<file path="config.mk">
export PLATFORM = sky130hd
export DESIGN_NAME = serial_subtractor
export DESIGN_NICKNAME = d
export VERILOG_FILES = /design/src/rtl/arith_pkg.sv /design/src/rtl/serial_subtractor_full_sub.sv /design/src/rtl/serial_subtractor.sv
export SDC_FILE = /design/constraint.sdc
export NUM_CORES = 1
export LEC_CHECK = 0
export CORE_ASPECT_RATIO = 1.2
export CORE_UTILIZATION = 35
export DETAILED_ROUTE_END_ITERATION = 6
export HOLD_SLACK_MARGIN = 0.02
export SETUP_SLACK_MARGIN = 0.05
export SYNTH_ARGS = -nofsm -noshare
export SYNTH_HDL_FRONTEND = slang
export SYNTH_SLANG_ARGS = --single-unit
</file>
<file path="constraint.sdc">
create_clock -name clk -period 3.5 [get_ports clk]
set_clock_uncertainty 0.15 [all_clocks]
set_input_delay 0.525 -clock clk [delete_from_list [all_inputs] [get_ports clk]]
set_output_delay 0.525 -clock clk [all_outputs]
set_load 0.01 [all_outputs]
</file>
<file path="src/rtl/arith_pkg.sv">
// Shared arithmetic definitions for the multi-cycle datapath units.
package arith_pkg;

    typedef enum logic [1:0] {
        IDLE  = 2'd0,
        SHIFT = 2'd1,
        DONE  = 2'd2
    } serial_state_t;

endpackage

</file>
<file path="src/rtl/serial_subtractor_full_sub.sv">
// One-bit full subtractor cell: diff = a - b - bin, with borrow out.
module full_sub (
    input  logic a,
    input  logic b,
    input  logic bin,
    output logic diff,
    output logic bout
);

    assign diff = a ^ b ^ bin;
    assign bout = (~a & b) | (~(a ^ b) & bin);

endmodule

</file>
<file path="src/rtl/serial_subtractor.sv">
// Bit-serial a - b - bin, LSB first through a single full_sub cell, with start/done handshake.
module serial_subtractor
    import arith_pkg::*;
#(
    parameter int unsigned WIDTH = 4
) (
    input  logic             clk,
    input  logic             rst_n,
    input  logic             start,
    input  logic [WIDTH-1:0] a,
    input  logic [WIDTH-1:0] b,
    input  logic             bin,
    output logic             busy,
    output logic             done,
    output logic [WIDTH-1:0] diff,
    output logic             bout,
    output logic             ovf
);

    localparam int unsigned CW = $clog2(WIDTH);

    serial_state_t    state;
    serial_state_t    state_nxt;
    logic [WIDTH-1:0] a_sr;
    logic [WIDTH-1:0] b_sr;
    logic [WIDTH-1:0] res_sr;
    logic             br;
    logic             a_msb;
    logic             b_msb;
    logic [CW-1:0]    cnt;
    logic             d_c;
    logic             br_c;
    logic             last_c;

    full_sub u_cell (
        .a    (a_sr[0]),
        .b    (b_sr[0]),
        .bin  (br),
        .diff (d_c),
        .bout (br_c)
    );

    assign last_c = (cnt == CW'(WIDTH - 1));

    // Next-state logic
    always_comb begin
        state_nxt = state;
        case (state)
            IDLE:    if (start) state_nxt = SHIFT;
            SHIFT:   if (last_c) state_nxt = DONE;
            DONE:    state_nxt = IDLE;
            default: state_nxt = IDLE;
        endcase
    end

    always_ff @(posedge clk) begin
        if (!rst_n) begin
            state <= IDLE;
        end else begin
            state <= state_nxt;
        end
    end

    // Datapath and registered outputs; result outputs only change on entry to DONE
    always_ff @(posedge clk) begin
        if (!rst_n) begin
            busy   <= 1'b0;
            done   <= 1'b0;
            diff   <= '0;
            bout   <= 1'b0;
            ovf    <= 1'b0;
            a_sr   <= '0;
            b_sr   <= '0;
            res_sr <= '0;
            br     <= 1'b0;
            a_msb  <= 1'b0;
            b_msb  <= 1'b0;
            cnt    <= '0;
        end else begin
            busy <= (state_nxt != IDLE);
            done <= (state_nxt == DONE);
            case (state)
                IDLE: begin
                    if (start) begin
                        a_sr  <= a;
                        b_sr  <= b;
                        br    <= bin;
                        a_msb <= a[WIDTH-1];
                        b_msb <= b[WIDTH-1];
                        cnt   <= '0;
                    end
                end
                SHIFT: begin
                    a_sr   <= {1'b0, a_sr[WIDTH-1:1]};
                    b_sr   <= {1'b0, b_sr[WIDTH-1:1]};
                    res_sr <= {d_c, res_sr[WIDTH-1:1]};
                    br     <= br_c;
                    cnt    <= cnt + CW'(1);
                    if (last_c) begin
                        diff <= {d_c, res_sr[WIDTH-1:1]};
                        bout <= br_c;
                        ovf  <= (a_msb != b_msb) && (d_c != a_msb);
                    end
                end
                default: ;
            endcase
        end
    end

endmodule

</file>
==> flow_summary.json <==
{
  "status": "finished clean",
  "antenna_found_initial": 0,
  "worst_slack_ps": 1613,
  "worst_hold_path_type": "reg2reg",
  "areaGrowthSynthToFinish_pct": 20.82,
  "hpwl_mm": 1.281,
  "yosysWarnings": 0,
  "start_util_pct": 37.84,
  "crit_fanout": 2,
  "finalCritPeriodShare_pct": 53.92,
  "multi_input_area_um2": 524.3,
  "yosys.area.top_type": "dfxtp_1",
  "insertion_delay_ps": 320,
  "async_flop_share_pct": 0,
  "synth_cells": 105,
  "crit_buf_inv": 1,
  "clockRootBuffer": "clkbuf_4",
  "slew_headroom_pct": 53.02,
  "met1_usage_pct": 15.24,
  "die_h_um": 63.23,
  "worstSetupPathType": "reg2out",
  "synth_top_area_share_pct": 47.60,
  "vias_per_cell": 4.955,
  "synth_nets": 119,
  "cp.arrival_ps": 1210,
  "place_congestion": 0.6691,
  "postCtsSetupBuffers": 0,
  "final_nets": 137,
  "portBuffers": 19,
  "path_cells": "clkdlybuf4s50_1",
  "yosysMostFrequentCell": "dfxtp_1",
  "num_vias": 773,
  "synth_top_family_by_area": "simple AND/OR/NAND/NOR gates",
  "synth_xor_xnor_area_share_pct": 0,
  "avgSynthCellArea_um2": 10.41,
  "place_ws_ps": 1396,
  "max_stage_delay_ps": 540,
  "cts_inserted_buffers": 3,
  "hold_buffers": 0,
  "synth_seq_area_share_pct": 47.60,
  "powerDensity_nw_per_um2": 410.7,
  "synth_area_leaders": "dfxtp_1 (48%), mux2i_1 (11%), nor2b_1 (6.9%), nand2_1 (5.8%), o211a_1 (5.5%)",
  "cts_resized": 0,
  "synth_ff_type": "dfxtp_1",
  "grt_pass1_vias": 733,
  "grt_max_degree": 26,
  "synth_compound_area_share_pct": 14.87,
  "drive_gt1_share_pct": 6.557,
  "grtUsageMet3_pct": 2.174,
  "clk_pin_slew_worst_paths_ps": 140,
  "rows": 21,
  "synthDistinctLibCells": 24,
  "die-area_um2": 3353,
  "setup-violations-final": 0,
  "wl_per_cell_um": 11.43,
  "gr-total-overflow": 0,
  "synth_commonest_cells": "dfxtp_1 (26), nand2_1 (17), mux2i_1 (12), nor2b_1 (12), o211a_1 (6)",
  "cp-end-kind": "primary output",
  "finalInstanceArea_um2": 1321,
  "synth.area.mux_share_pct": 10.98,
  "crit_path_top_delay_cell": "clkdlybuf4s50_1",
  "fin_tns_setup_ps": 0,
  "synthAdderAreaFrac_pct": 2.975,
  "io_pins": 20,
  "rsz0062_at_grt": "no",
  "fmax_mhz": 529.9,
  "area.sequential_um2": 520.5,
  "track_usage_pct": 12.45,
  "post-place-cells": 152,
  "slew_violations": 0,
  "finish.utilization_pct": 45.71,
  "grt_pass1_wl_mm": 3.077,
  "peakVddDrop_uv": 181.8,
  "cts_buffer_depth": 2,
  "fill_cells": 297,
  "fin_crit_ps": 1887,
  "startpoint_type": "flip-flop",
  "die_w_um": 53.03,
  "drv_cap": 0,
  "worst-slew-pin-transition_ps": 702.5,
  "synth-simple-area-share_pct": 19.11,
  "grt.busiest_layer": "met2",
  "critical-path-top-delay-family": "buffers and inverters",
  "synth-seq-cells": 26,
  "antenna_left": 0,
  "clock-sinks": 26,
  "drc_errors": 0,
  "place_area_um2": 1285,
  "cts_tree": "done",
  "synth_edf_count": 0,
  "cp.required_ps": 2820,
  "dr.pass1.iters": 2,
  "cts.htree.levels": 1,
  "gr-usage-met2_pct": 19.94,
  "routed_wl_mm": 1.783,
  "syn_area_um2": 1094,
  "finalHoldViolations": 0,
  "diodes": 0,
  "total_leakage_power_nw": 0.5563,
  "instances_no_fill": 156,
  "core_area_um2": 2890,
  "drt_iter0_markers": 7
}
==> report_power, final <==
part	switching (mW)	total (mW)	leakage [nW]	internal [mW]
Clock	0.0891	0.153	0.0210	0.0636
Sequential	0.0110	0.322	0.213	0.310
Combinational	0.0287	0.0684	0.322	0.0397
==> per-stage QoR <==
| stage | power (mW) | hold WS (ps) |
|---|---|---|
| floorplan | 0.3754 | 280.1 |
| global placement | 0.3968 | 293.4 |
| detailed placement | 0.3978 | 297.3 |
| CTS | 0.5509 | 316.1 |
| global route | 0.5726 | 330.0 |
| finish | 0.5426 | 312.8 |
==> state kept, by name, summed over array words and instances (netlist names) <==
register and count:
br 1, b_sr 4, bout 1, res_sr 3, a_sr 4, busy 1, ovf 1, state 2
cnt 2, a_msb 1, done 1, b_msb 1, diff 4
==> routing by layer <==
| metal | share of wire [%] | vias up |
|---|---|---|
| li1 | - | 392 |
| met1 | 47 | 362 |
| met2 | 47 | 17 |
| met3 | 4.0 | 2 |
| met4 | 1.2 | 0 |
| met5 | 0 | - |
==> cells by family (layout without fill, tap and decap cells) <==
family                     count (synthesis)  after routing
muxes                                     12             12
and+or+nand+nor                           38             38
buffers and inverters                      8             25
DFF                                       26             26
adders and majority gates                  2              2
AOI/OAI and AO/OA                         19             19
==> final cells by class <==
class | count | area share, %
repair buffers | 19 | 14.39
inverters | 2 | 0.5682
well taps | 34 | 3.220
multi-input cells | 71 | 39.68
flip-flops and latches | 26 | 39.39
clock buffers | 4 | 2.746
==> cell usage in the layout, fill, tap and decap left out <==
master,instances
o211a_1,6
o311a_1,1
inv_1,2
clkbuf_8,1
a21boi_1,5
nor2b_1,12
mux2i_1,12
fa_1,1
clkbuf_4,3
o21bai_2,1
and3_1,1
a22oi_1,3
nor3b_2,1
dfxtp_1,26
a31oi_1,1
o21ai_1,1
nand3b_1,2
clkdlybuf4s50_1,19
or3b_2,1
o21ba_2,1
and3b_1,1
nand2_1,17
ha_1,1
and2_1,3
==> worst paths after layout <==
path | slack (ps) | endpoint | from | cells after the start
worst max-delay path | 1610 | bout | bout | 1
worst min-delay path | 310 | diff[2] | diff[2] | 2
worst max register to register | 1730 | res_sr[2] | state[0] | 3
worst min register to register | 310 | diff[2] | diff[2] | 2
(Power assumes the default switching activity.)
